## src/rtl/uart_tx_fifo_if.sv

```systemverilog
// Byte-write side and status/serial outputs of the buffered UART transmitter.
// The slave modport is the transmitter's view; master is the producer's.
interface uart_tx_fifo_if;
    logic [7:0] tx_data;
    logic       tx_tick;
    logic       tx;
    logic       busy;
    logic       fifo_full;
    logic       fifo_empty;
    logic       overflow;

    modport slave (
        input  tx_data,
        input  tx_tick,
        output tx,
        output busy,
        output fifo_full,
        output fifo_empty,
        output overflow
    );

    modport master (
        output tx_data,
        output tx_tick,
        input  tx,
        input  busy,
        input  fifo_full,
        input  fifo_empty,
        input  overflow
    );
endinterface

```

## src/rtl/uart_tx_fifo.sv

```systemverilog
// Buffered 8N1 UART transmitter: scancode bytes queue in a circular FIFO and
// are shifted out LSB first, back-to-back while the queue is non-empty.
module uart_tx_fifo #(
    parameter int CLKS_PER_BIT = 10417,
    parameter int FIFO_ADDR_W  = 4
) (
    input  logic            clk,
    input  logic            reset,
    uart_tx_fifo_if.slave   bus
);
    localparam int                   DEPTH   = 2 ** FIFO_ADDR_W;
    localparam logic [FIFO_ADDR_W:0] CNT_ONE = (FIFO_ADDR_W + 1)'(1);
    localparam logic [FIFO_ADDR_W:0] CNT_FULL = (FIFO_ADDR_W + 1)'(DEPTH);
    localparam logic [15:0]          BIT_LAST = 16'(CLKS_PER_BIT - 1);

    typedef enum logic [1:0] {
        IDLE  = 2'd0,
        START = 2'd1,
        DATA  = 2'd2,
        STOP  = 2'd3
    } state_t;

    logic [7:0]             mem_q [DEPTH];
    logic [FIFO_ADDR_W-1:0] wptr_q;
    logic [FIFO_ADDR_W-1:0] rptr_q;
    logic [FIFO_ADDR_W:0]   count_q;
    logic [FIFO_ADDR_W:0]   count_d;
    logic                   full_q;
    logic                   full_d;
    logic                   empty_q;
    logic                   empty_d;
    logic                   overflow_q;

    state_t                 state_q;
    logic [15:0]            cnt_q;
    logic [2:0]             bidx_q;
    logic [7:0]             sh_q;
    logic                   tx_q;
    logic                   busy_q;

    logic                   push;
    logic                   pop;
    logic                   bit_end;
    logic [7:0]             head;

    // The registered full flag alone decides acceptance, even if a pop frees a slot this cycle.
    assign push    = bus.tx_tick && !full_q;
    assign bit_end = (cnt_q == BIT_LAST);
    assign head    = mem_q[rptr_q];

    always_comb begin
        pop = 1'b0;
        if (!empty_q) begin
            case (state_q)
                IDLE:    pop = 1'b1;
                STOP:    pop = bit_end;
                default: pop = 1'b0;
            endcase
        end
    end

    always_comb begin
        count_d = count_q;
        case ({push, pop})
            2'b10:   count_d = count_q + CNT_ONE;
            2'b01:   count_d = count_q - CNT_ONE;
            default: count_d = count_q;
        endcase
        full_d  = (count_d == CNT_FULL);
        empty_d = (count_d == '0);
    end

    always_ff @(posedge clk) begin
        if (push) begin
            mem_q[wptr_q] <= bus.tx_data;
        end
    end

    always_ff @(posedge clk) begin
        if (reset) begin
            wptr_q     <= '0;
            rptr_q     <= '0;
            count_q    <= '0;
            full_q     <= 1'b0;
            empty_q    <= 1'b1;
            overflow_q <= 1'b0;
        end else begin
            if (push) begin
                wptr_q <= wptr_q + FIFO_ADDR_W'(1);
            end
            if (pop) begin
                rptr_q <= rptr_q + FIFO_ADDR_W'(1);
            end
            count_q <= count_d;
            full_q  <= full_d;
            empty_q <= empty_d;
            if (bus.tx_tick && full_q) begin
                overflow_q <= 1'b1;
            end
        end
    end

    // tx and busy are assigned alongside each transition so they track the state entered.
    always_ff @(posedge clk) begin
        if (reset) begin
            state_q <= IDLE;
            cnt_q   <= '0;
            bidx_q  <= '0;
            sh_q    <= '0;
            tx_q    <= 1'b1;
            busy_q  <= 1'b0;
        end else begin
            case (state_q)
                IDLE: begin
                    tx_q <= 1'b1;
                    if (pop) begin
                        sh_q    <= head;
                        cnt_q   <= '0;
                        state_q <= START;
                        tx_q    <= 1'b0;
                        busy_q  <= 1'b1;
                    end
                end
                START: begin
                    if (bit_end) begin
                        cnt_q   <= '0;
                        bidx_q  <= '0;
                        state_q <= DATA;
                        tx_q    <= sh_q[0];
                    end else begin
                        cnt_q <= cnt_q + 16'd1;
                    end
                end
                DATA: begin
                    if (bit_end) begin
                        cnt_q <= '0;
                        if (bidx_q == 3'd7) begin
                            state_q <= STOP;
                            tx_q    <= 1'b1;
                        end else begin
                            bidx_q <= bidx_q + 3'd1;
                            sh_q   <= {1'b0, sh_q[7:1]};
                            tx_q   <= sh_q[1];
                        end
                    end else begin
                        cnt_q <= cnt_q + 16'd1;
                    end
                end
                STOP: begin
                    if (bit_end) begin
                        cnt_q <= '0;
                        if (pop) begin
                            sh_q    <= head;
                            state_q <= START;
                            tx_q    <= 1'b0;
                        end else begin
                            state_q <= IDLE;
                            tx_q    <= 1'b1;
                            busy_q  <= 1'b0;
                        end
                    end else begin
                        cnt_q <= cnt_q + 16'd1;
                    end
                end
                default: begin
                    state_q <= IDLE;
                    tx_q    <= 1'b1;
                    busy_q  <= 1'b0;
                end
            endcase
        end
    end

    assign bus.tx         = tx_q;
    assign bus.busy       = busy_q;
    assign bus.fifo_full  = full_q;
    assign bus.fifo_empty = empty_q;
    assign bus.overflow   = overflow_q;
endmodule

```

## src/flat_wrapper.sv

```systemverilog
// flat-port wrapper written by rule: the top's interface ports become plain ports
module uart_tx_fifo_flat 
#(
    parameter int CLKS_PER_BIT = 10417,
    parameter int FIFO_ADDR_W  = 4
)
  (clk, reset, bus_tx_data, bus_tx_tick, bus_tx, bus_busy, bus_fifo_full, bus_fifo_empty, bus_overflow);
  uart_tx_fifo_if bus_i ();
  input  logic clk;
  input  logic reset;
  input wire logic [$bits(bus_i.tx_data)-1:0] bus_tx_data;
  input wire logic [$bits(bus_i.tx_tick)-1:0] bus_tx_tick;
  output wire logic [$bits(bus_i.tx)-1:0] bus_tx;
  output wire logic [$bits(bus_i.busy)-1:0] bus_busy;
  output wire logic [$bits(bus_i.fifo_full)-1:0] bus_fifo_full;
  output wire logic [$bits(bus_i.fifo_empty)-1:0] bus_fifo_empty;
  output wire logic [$bits(bus_i.overflow)-1:0] bus_overflow;
  assign bus_i.tx_data = bus_tx_data;
  assign bus_i.tx_tick = bus_tx_tick;
  assign bus_tx = bus_i.tx;
  assign bus_busy = bus_i.busy;
  assign bus_fifo_full = bus_i.fifo_full;
  assign bus_fifo_empty = bus_i.fifo_empty;
  assign bus_overflow = bus_i.overflow;
  uart_tx_fifo #(.CLKS_PER_BIT(CLKS_PER_BIT), .FIFO_ADDR_W(FIFO_ADDR_W)) u_core (.clk(clk), .reset(reset), .bus(bus_i));
endmodule
```

## config.mk

```make
export PLATFORM = sky130hd
export DESIGN_NAME = uart_tx_fifo_flat
export DESIGN_NICKNAME = d
export VERILOG_FILES = /design/src/rtl/uart_tx_fifo_if.sv /design/src/rtl/uart_tx_fifo.sv /design/src/flat_wrapper.sv
export SDC_FILE = /design/constraint.sdc
export NUM_CORES = 1
export LEC_CHECK = 0
export CORE_MARGIN = 5
export CORE_UTILIZATION = 30
export DETAILED_ROUTE_END_ITERATION = 10
export PLACE_DENSITY_LB_ADDON = 0.3
export SLEW_MARGIN = 5
export SYNTH_ARGS = -nofsm -noshare
export SYNTH_HDL_FRONTEND = slang
export SYNTH_SLANG_ARGS = --single-unit
```

## constraint.sdc

```tcl
create_clock -name clk -period 3.78 [get_ports clk]
set_clock_uncertainty 0.15 [all_clocks]
set_input_delay 0.378 -clock clk [delete_from_list [all_inputs] [get_ports clk]]
set_output_delay 0.378 -clock clk [all_outputs]
set_load 0.005 [all_outputs]
```

==> run summary <==
Clock power frac: 0.349
Final Hold Fails: 0
Via count: 4253
PD cells: 604.1 nW/um2
Die area: 28500 um2
Status: finished, final reports clean
CTS Buf Count: 17
Worst setup margin: 248.3 ps
Area leader, netlist: edfxtp_1
Area Overhead vs Synth: 15.46%
GR Overflow Total: 0
Largest net degree at the start of global routing: 32
Die outline width: 168.8 um
DRT iter0 DRCs: 270
Hold WS: 309.0 ps
Initial DRT Pass Iterations: 6
Post-synth EDFFs: 128
Via-to-Cell Ratio: 4.861
GRT Total Usage: 0.1069
Cell area after technology mapping: 7567 um2
Residual DRC count: 0
Routed wire per std cell: 16.98 um
Switching power: 1630 uW
Root Buffer: clkbuf_16
Worst reg-to-reg setup slack: 250 ps
H-tree depth: 4
Final WL: 14.86 mm
CTS tree: done
Min Tclk post-route: 3532 ps
Max-cap viol count: 0
Antenna Cells: 0
Clock sink total: 179
CTS clk-pin slew, worst paths: 80 ps
Mean Syn Cell Area: 14.75 um2
Combinational power share: 0.200
Io pins: 16
Internal power: 3648 uW
Slew @ Worst Pin: 979.5 ps
First-pass GRT wire length: 23.66 mm
Pleak: 0.002807 uW
Initial core utilization: 0.3022
Worst skew pair latency: 440 ps
Worst-path fanout max: 9
Die height: 168.8 um
Final Setup Violations: 0
Rows: 58
Synth Instances: 513
Critical path type: flip-flop to flip-flop
Max VDD drop: 0.0003376 V
Share of layout cells above drive strength 1: 0.1761
DP Worst Slack: 158.6 ps
Placeable Area: 25040 um2
Ys Warns: 0
CP endpoint kind: flip-flop
Initial antenna violation count: 0
Slew headroom: 0.3461
Switch share: 0.3088
Synth Register Bits: 179
Top-area cell type share of the netlist area: 0.5079
Sequential power share: 0.451
Vias in the first global route: 4291
Post-synth ARST share: 0
Syn Nets: 542
Synth Flop Type: edfxtp_1
Fin util: 0.3490
Period utilization: 0.9343
Fmax: 283.2 MHz
Port bufs: 15
DP Wirelength: 9.943 mm
CP Launch Type: flip-flop
Fin Setup TNS: 0 ps
Critical Path AT: 3710 ps
Distinct cells, synth: 54
Worst min-delay path class: flip-flop to flip-flop
Final count of pins violating max slew: 0
Clock Tree Buf Depth: 2
Top cells by area, synth: edfxtp_1 (51%), dfxtp_1 (13%), mux4_2 (11%), ha_1 (3.0%), xor2_1 (1.9%)
Worst path required time: 3960 ps
Net count, final: 561
Post-synthesis sequential area ratio: 0.6429
Final ANT Viol Nets: 0
GPL Wtd Cong: 0.7751
RSZ-0062 raised after global routing: false
-- cells in the final DEF (no fill, tap or decap), types with 7 or more instances in the layout --
cell type and count:
edfxtp_1 128, dfxtp_1 50, nor2_1 37, mux4_2 36, nand2_1 27, inv_1 19
a21oi_1 19, and2_1 18, o21ai_0 18, ha_1 17, clkbuf_16 17, xor2_1 16
clkdlybuf4s50_1 15, o31ai_1 9, nand4_1 7, a22oi_1 7, buf_4 7
-- layout make-up --
type / instances / area [um2]
fill: 2384 / 16300
multi-input combinational: 293 / 2552
tap: 330 / 412.9
timing repair buffer: 22 / 202.7
clock inverter: 15 / 206.4
clock buffer: 17 / 425.4
sequential: 179 / 4866
inverter: 19 / 71.32
-- routing by layer --
| layer | vias up | track usage | wire [um] |
|---|---|---|---|
| met5 | - | 0 | 0 |
| met4 | 0 | 0.03176 | 126 |
| met3 | 11 | 0.02382 | 475 |
| met2 | 74 | 0.1780 | 7401 |
| met1 | 2165 | 0.1404 | 6854 |
| li1 | 2003 | - | - |
-- cell families (layout without fill, tap and decap cells) --
| group | count (synthesis) | in the layout | share of synthesized area |
|---|---|---|---|
| flops | 179 | 179 | 0.6429 |
| compound gates | 74 | 74 | 0.06283 |
| buf+inv | 41 | 73 | 0.02083 |
| simple gates | 134 | 134 | 0.09838 |
| fa+ha+maj | 18 | 18 | 0.02976 |
| mux | 46 | 46 | 0.1210 |
| xor+xnor | 21 | 21 | 0.02430 |
-- final timing paths --
check,endpoint,start,cells past startpoint
worst max-delay path,u_core.bus.fifo_full,u_core.cnt_q[9],12
worst min-delay path,u_core.sh_q[7],u_core.sh_q[7],2
worst max register to register,u_core.bus.fifo_full,u_core.cnt_q[9],12
worst min register to register,u_core.sh_q[7],u_core.sh_q[7],2
-- worst max-delay path, stage by stage, from the launching register on --
cell and delay [ps]:
dfxtp_1 370, or4b_4 550, nor4_4 370, a21oi_2 170, nor2_1 210, ha_2 290, xor2_1 90, ha_1 220
o31ai_1 250, nand2_1 110, o31ai_2 290, xnor2_1 130, nor4_1 220
-- power by group through the flow --
stage               sequential, uW  clock, uW  combinational [uW]
finish                        2380       1840                1050
global route                  2410       1980                1170
CTS                           2390       1890                1060
detailed placement            2430          0                1060
global placement              2420          0                1030
floorplan                     2340          0                 826
-- synthesized netlist by cell type (10+ instances only) --
cell type  instances
and2_1            18
mux4_2            36
xor2_1            16
nand2_1           27
clkbuf_1          14
inv_1             19
ha_1              18
a21oi_1           19
o21ai_0           18
o31ai_1           10
dfxtp_1           51
nor2_1            37
edfxtp_1         128
-- stage by stage --
step / instance area, um2 / instances / power [uW]
global route: 8737 / 875 / 5562
CTS: 8730 / 875 / 5338
global placement: 8098 / 843 / 3452
floorplan: 7567 / 513 / 3166
finish: 8737 / 875 / 5278
detailed placement: 8098 / 843 / 3486
-- sequential cells by signal, summed over array words and instances, names as in the netlist, named ones only --
register / count
u_core.bus.tx: 1
u_core.mem_q: 128
u_core.wptr_q: 4
u_core.cnt_q: 16
u_core.state_q: 2
u_core.bus.fifo_full: 1
u_core.bus.busy: 1
u_core.bidx_q: 3
u_core.sh_q: 8
u_core.rptr_q: 4
u_core.count_q: 5
u_core.bus.fifo_empty: 1
u_core.bus.overflow: 1
-- timing repair --
| action | in CTS | in global routing |
|---|---|---|
| endpoints found under the hold margin | 0 | 0 |
| setup endpoints to repair | 0 | 2 |
| gates resized for setup | 0 | 2 |
| hold buffers | 0 | 0 |
| setup buffers | 0 | 0 |
Power figures use the tool's default switching activity.
==> edit 1, RTL diff (config.mk and constraints unchanged) <==
`FIFO_ADDR_W` is set to 4 in 2 places; all go to 3.
--- a/src/rtl/uart_tx_fifo.sv
+++ b/src/rtl/uart_tx_fifo.sv
@@ -3,5 +3,5 @@
 module uart_tx_fifo #(
     parameter int CLKS_PER_BIT = 10417,
-    parameter int FIFO_ADDR_W  = 4
+    parameter int FIFO_ADDR_W  = 3
 ) (
     input  logic            clk,
--- a/src/flat_wrapper.sv
+++ b/src/flat_wrapper.sv
@@ -3,5 +3,5 @@
 #(
     parameter int CLKS_PER_BIT = 10417,
-    parameter int FIFO_ADDR_W  = 4
+    parameter int FIFO_ADDR_W  = 3
 )
   (clk, reset, bus_tx_data, bus_tx_tick, bus_tx, bus_busy, bus_fifo_full, bus_fifo_empty, bus_overflow);
Check against the original RTL: not equivalent (Yosys sat finds a counterexample within 10 cycles, from zero or initial values and one cycle with reset high).
==> edit 1 against the original RTL <==
Sequential cell count shrank 68; area after synthesis decreased by 35%; power decreased by 34%; count of clock-buffer cells in the layout shrank 8; setup slack improved by 250 ps; hold slack better by 3.9 ps; routed wire length decreased by 36%; final area decreased by 36%; sequential share of layout area fell by 4.6 points.
==> edit 1: results (changes against the original RTL) <==
POWER AND IR DROP
--------------------------------------------------------------------------------------------------
Leak Pwr                                                                                   1.87 nW   -33%
Largest vdd supply drop                                                                     280 µV   -17%

GLOBAL ROUTING
--------------------------------------------------------------------------------------------------
Largest net degree at the start of global routing                                               32   unchanged
Global-route total usage across every layer                                                  10.8%   +0.13 points
Via count of the first global-routing pass                                                    2933   -32%
Number of antenna violations at the first check in global routing                                0   unchanged
Global-route wire length before repair                                                    15700 µm   -34%

DRT
--------------------------------------------------------------------------------------------------
DR WL/cell                                                                                 15.2 µm   -10%
DRT Pass-1 Iters                                                                                 4   -2
Number of DRC markers after the initial detailed-route iteration                               235   -13%
Total number of vias                                                                          2970   -30%

YOSYS
--------------------------------------------------------------------------------------------------
Synthesized netlist net count                                                                  406   -25%
Most common library cells after synthesis                                             64 x sky130_fd_sc_hd__edfxtp_1, 47 x sky130_fd_sc_hd__dfxtp_1, 30 x sky130_fd_sc_hd__nor2_1
Cell types with the largest area share after synthesis                                sky130_fd_sc_hd__edfxtp_1 39%, sky130_fd_sc_hd__dfxtp_1 19%, sky130_fd_sc_hd__mux4_2 7.4%, sky130_fd_sc_hd__ha_1 3.8%, sky130_fd_sc_hd__nor2_1 2.3%
Post-synth EDFFs                                                                                64   -50%
Sequential cell area fraction in the yosys report                                            58.6%   -5.7 points
Top FF cell, synth                                                                    sky130_fd_sc_hd__edfxtp_1
Number of different library cells in the post-synthesis netlist                                 55   +1.9%

FINISH
--------------------------------------------------------------------------------------------------
Top Registers                                                                         u_core.mem_q (64), u_core.cnt_q (16), u_core.sh_q (8)
Layout cells sized above 1                                                                   13.3%   -4.3 points
Count of antenna diodes in the layout                                                            0   unchanged
Filler instances                                                                              1575   -34%
Number of nets at the end of the flow                                                          426   -24%

CTS
--------------------------------------------------------------------------------------------------
Latest clock arrival within the worst-skew pair                                             350 ps   -90 ps
Clock buffer count from CTS                                                                      9   -8
Buffer count from post-CTS setup fixing                                                          0   unchanged
Clock Path Buffers                                                                               2   unchanged
Number of H-tree branching levels                                                                3   -1
Cts repair resizes                                                                               0   unchanged
Clock transition time at the flip-flop clock pins of the worst setup and hold paths          80 ps   about the same
CTS root buffer                                                                       sky130_fd_sc_hd__clkbuf_16

PLACEMENT
--------------------------------------------------------------------------------------------------
Weighted congestion reported at the end of routability-driven placement                      0.789   +1.8%
Placed wire-length estimate                                                                6340 µm   -36%
DP Area                                                                                   5290 µm²   -35%
Number of port buffers                                                                          15   unchanged

WORST SETUP PATH
--------------------------------------------------------------------------------------------------
Largest fanout of any net on the critical path                                                   6   -3
Worst endpoint data arrival time                                                           3370 ps   -340 ps
Crit path max-delay cell type                                                         sky130_fd_sc_hd__and4_1
Crit-path max cell delay                                                                    400 ps   -150 ps

RUN STATUS
--------------------------------------------------------------------------------------------------
Result of the run                                                                     finished, final reports clean

WORST HOLD PATH
--------------------------------------------------------------------------------------------------
Kind of path behind the tightest hold check                                                reg2reg

STA
--------------------------------------------------------------------------------------------------
Pin slew with the least headroom to its limit                                               955 ps   -24.2 ps

==> edit 1: cell count changes in the layout (fill, tap and decap cells not counted), sizes merged, moves of 8 or more <==
cell	before	now
clkbuf	17	9
xor2	16	8
inv	31	22
edfxtp	128	64
o21ai	20	12
mux4	36	16
nand2b	1	9
and2	18	3
==> edit 1: worst min-delay path: stages, from the launching register on <==
cell,delay (ps)
sky130_fd_sc_hd__dfxtp_1,310
sky130_fd_sc_hd__nand2_1,50
sky130_fd_sc_hd__mux2i_1,50
==> edit 1: area by class of cell <==
class	instances	area [µm²]	area share, %
multi-input cells	237	1880	33.5
clock buffers	9	225	4.02
repair buffers	24	218	3.88
flip-flops and latches	111	2860	51.1
inverters	17	63.8	1.14
well taps	216	270	4.82
clock inverters	7	88.8	1.59
==> edit 1: power by group <==
part / switching (mW) / internal [mW]
clock network: 0.459 / 0.533
logic: 0.517 / 0.451
registers: 0.114 / 1.41
total: 1.09 / 2.40
==> edit 1: cell families after synthesis <==
group	after synthesis	synth area share, %
flops	111	58.6
fa+ha+maj	15	3.84
mux	29	10.1
xor+xnor	15	2.69
buf+inv	32	3.00
compound gates	63	8.76
simple gates	115	13.0
==> edit 1: final timing paths <==
kind / from / endpoint / slack, ps / cells past startpoint
max: u_core.cnt_q[0] / u_core.bus.fifo_full / 500 / 14
min: u_core.sh_q[4] / u_core.sh_q[4] / 310 / 2
max reg2reg: u_core.cnt_q[0] / u_core.bus.fifo_full / 500 / 14
min reg2reg: u_core.sh_q[4] / u_core.sh_q[4] / 310 / 2
==> edit 1: per-layer routing <==
metal | wire length [µm] | part of all wire [%] | global-route usage (%)
met5 | 0 | 0 | 0
met4 | 107 | 1.1 | 3.66
met3 | 263 | 2.8 | 2.78
met2 | 4530 | 48 | 17.1
met1 | 4560 | 48 | 14.5
==> edit 1: metrics by stage <==
| step | std cells | total power, mW | setup WS, ps | hold slack (ps) | util (%) |
|---|---|---|---|---|---|
| global placement | 605 | 2.51 | 699 | 297 | 33.2 |
| global route | 621 | 3.71 | 288 | 338 | 35.2 |
| finish | 621 | 3.49 | 501 | 313 | 35.2 |
| detailed placement | 605 | 2.54 | 569 | 302 | 33.2 |
| floorplan | 380 | 2.27 | 973 | 285 | - |
| CTS | 621 | 3.55 | 501 | 316 | 35.2 |
==> edit 2, RTL diff (same settings) <==
Made on the original files. Encoding of `state_t`: now one-hot (4 bits for 4 states).
--- a/src/rtl/uart_tx_fifo.sv
+++ b/src/rtl/uart_tx_fifo.sv
@@ -14,9 +14,9 @@
     localparam logic [15:0]          BIT_LAST = 16'(CLKS_PER_BIT - 1);
 
-    typedef enum logic [1:0] {
-        IDLE  = 2'd0,
-        START = 2'd1,
-        DATA  = 2'd2,
-        STOP  = 2'd3
+    typedef enum logic [3:0] {
+        IDLE  = 4'b0001,
+        START = 4'b0010,
+        DATA  = 4'b0100,
+        STOP  = 4'b1000
     } state_t;
 
Check against the original RTL: same outputs for any inputs over 10 cycles, from zero or initial values and one cycle with reset high; not proved beyond that.
==> edit 2 against the original RTL <==
Utilization rose by 0.35 points; sequential cell count rose by 2; synthesized cell count rose by 2.3%; critical endpoint unchanged; die area barely moved; power rose by 4.3%; area after synthesis barely moved; critical path depth fell by 3; fmax rose by 1.0%; routed wire length rose by 2.1%; largest cell class unchanged; final area rose by 1.0%; critical path type unchanged; setup slack improved by 37 ps; largest power group unchanged.
==> edit 2: results (changes against the original RTL) <==
YOSYS
--------------------------------------------------------------------------------------------------
Share of the synthesized area in the top cell type                                           50.8%   about the same
Synthesized netlist net count                                                                  547   +0.92%
Share of synthesized area spent on multiplexers                                              13.2%   +1.1 points
Number of different library cells in the post-synthesis netlist                                 53   -1.9%
Area share of fa/ha/maj cells after synthesis                                                1.82%   -1.2 points
Most common library cells after synthesis                                             128 x sky130_fd_sc_hd__edfxtp_1, 65 x sky130_fd_sc_hd__nor2_1, 53 x sky130_fd_sc_hd__dfxtp_1
Share of the synthesized area in compound gates (AO/OA/AOI/OAI)                              4.27%   -2.0 points
Cell types with the largest area share after synthesis                                sky130_fd_sc_hd__edfxtp_1 51%, sky130_fd_sc_hd__dfxtp_1 14%, sky130_fd_sc_hd__mux4_2 12%, sky130_fd_sc_hd__nor2_1 3.2%, sky130_fd_sc_hd__nand2_1 2.2%
Sequential cell area fraction in the yosys report                                            64.8%   +0.52 points
Count of synthesis-stage warnings from yosys                                                     0   unchanged
XOR/XNOR Fraction of Synth Area                                                              2.55%   +0.12 points

PLACEMENT
--------------------------------------------------------------------------------------------------
Placed wire-length estimate                                                                9950 µm   about the same
DP Area                                                                                   8180 µm²   +1.1%
Weighted congestion reported at the end of routability-driven placement                      0.751   -3.2%

FINISH
--------------------------------------------------------------------------------------------------
Layout cells sized above 1                                                                   19.1%   +1.5 points
Number of nets at the end of the flow                                                          573   +2.1%

WORST SETUP PATH
--------------------------------------------------------------------------------------------------
Crit-path max cell delay                                                                    630 ps   +80 ps
Crit path max-delay cell type                                                         sky130_fd_sc_hd__or4_4
Largest fanout of any net on the critical path                                                   6   -3
Worst endpoint data arrival time                                                           3680 ps   -30 ps
Beginning of the worst register-to-register path                                      u_core.cnt_q[2]

DRT
--------------------------------------------------------------------------------------------------
DR WL/cell                                                                                 17.0 µm   about the same
Number of DRC markers after the initial detailed-route iteration                               406   +50%
Total number of vias                                                                          4339   +2.0%
DRT Pass-1 Iters                                                                                 4   -2

GLOBAL ROUTING
--------------------------------------------------------------------------------------------------
Global-route wire length before repair                                                    24200 µm   +2.4%
Largest net degree at the start of global routing                                               40   +25%
Via count of the first global-routing pass                                                    4331   +0.93%
Global-route total usage across every layer                                                  11.0%   +0.30 points

STA
--------------------------------------------------------------------------------------------------
Max-slew headroom                                                                            44.0%   +9.4 points

CTS
--------------------------------------------------------------------------------------------------
CTS root buffer                                                                       sky130_fd_sc_hd__clkbuf_16
Clock transition time at the flip-flop clock pins of the worst setup and hold paths          70 ps

POWER AND IR DROP
--------------------------------------------------------------------------------------------------
Leak Pwr                                                                                   2.81 nW   about the same
P_sw                                                                                       1.63 mW   -0.27%
Largest vdd supply drop                                                                     254 µV   -25%

RUN STATUS
--------------------------------------------------------------------------------------------------
Result of the run                                                                     finished, final reports clean

WORST HOLD PATH
--------------------------------------------------------------------------------------------------
Worst Hold Launch                                                                     u_core.sh_q[7]
Kind of path behind the tightest hold check                                                reg2reg

==> edit 2: changes by cell type after synthesis, sizes merged, moves of 10 or more <==
cell | before | now
o31ai | 10 | 0
nor2 | 37 | 65
inv | 19 | 9
nand2 | 27 | 46
and2 | 18 | 0
o21ai | 20 | 9
==> edit 2: metrics by stage <==
stage	setup slack (ps)	utilization, %	instances	hold slack [ps]
after global routing	65.1	35.3	894	340
after global placement	228	32.7	862	295
after detailed placement	132	32.7	862	309
final	285	35.3	894	321
after CTS	106	35.2	894	323
after floorplan	254	-	525	282
==> edit 2: layout make-up <==
| type | count | area, µm² |
|---|---|---|
| clock inverter | 14 | 201 |
| fill | 2394 | 16200 |
| sequential | 181 | 4910 |
| clock buffer | 18 | 429 |
| timing repair buffer | 37 | 328 |
| inverter | 9 | 33.8 |
| multi-input combinational | 305 | 2510 |
| tap | 330 | 413 |
==> edit 2: what timing repair did <==
| item | 4_1_cts | 5_1_grt |
|---|---|---|
| resized for setup | 0 | 2 |
| endpoints found under the hold margin | 0 | 0 |
| setup endpoints to repair | 0 | 3 |
| buffers inserted | 0 | 0 |
==> edit 2: final timing paths <==
| kind | slack (ps) | depth (start not counted) | to |
|---|---|---|---|
| setup / recovery | 290 | 9 | u_core.bus.fifo_full |
| hold / removal | 320 | 2 | u_core.sh_q[7] |
| setup reg to reg | 290 | 9 | u_core.bus.fifo_full |
| hold reg to reg | 320 | 2 | u_core.sh_q[7] |
==> edit 2: cell families (layout without fill, tap and decap cells) <==
group	after synthesis	after routing
flip-flops	181	181
AND/OR/NAND/NOR	175	175
multiplexers	49	49
AO/OA/AOI/OAI	48	48
buffers and inverters	39	78
XOR/XNOR	22	22
adder cells (fa/ha/maj)	11	11
==> edit 2: power groups by stage <==
stage          registers [mW]  clock network, mW  logic [mW]
2_1_floorplan            2.36                  0       0.973
3_3_place_gp             2.46                  0        1.18
3_5_place_dp             2.47                  0        1.22
4_1_cts                  2.43               1.92        1.22
5_1_grt                  2.46               2.00        1.34
6_report                 2.42               1.87        1.21
==> edit 2: worst register-to-register path, cell delays in order, from the launching register on <==
cell and delay, ps:
sky130_fd_sc_hd__dfxtp_1 350, sky130_fd_sc_hd__or4b_1 540, sky130_fd_sc_hd__or4_4 630, sky130_fd_sc_hd__a211oi_2 290, sky130_fd_sc_hd__ha_1 330, sky130_fd_sc_hd__buf_4 190, sky130_fd_sc_hd__nor4_1 300, sky130_fd_sc_hd__mux2i_1 150
sky130_fd_sc_hd__xor2_1 240, sky130_fd_sc_hd__and4bb_1 240
==> edit 2: metal layers <==
metal	track usage (%)	vias to the layer above	part of all wire, %
met5	0	-	0
met4	2.43	0	0.68
met3	2.85	7	4.8
met2	18.1	105	50
met1	14.7	2198	45
li1	-	2029	-
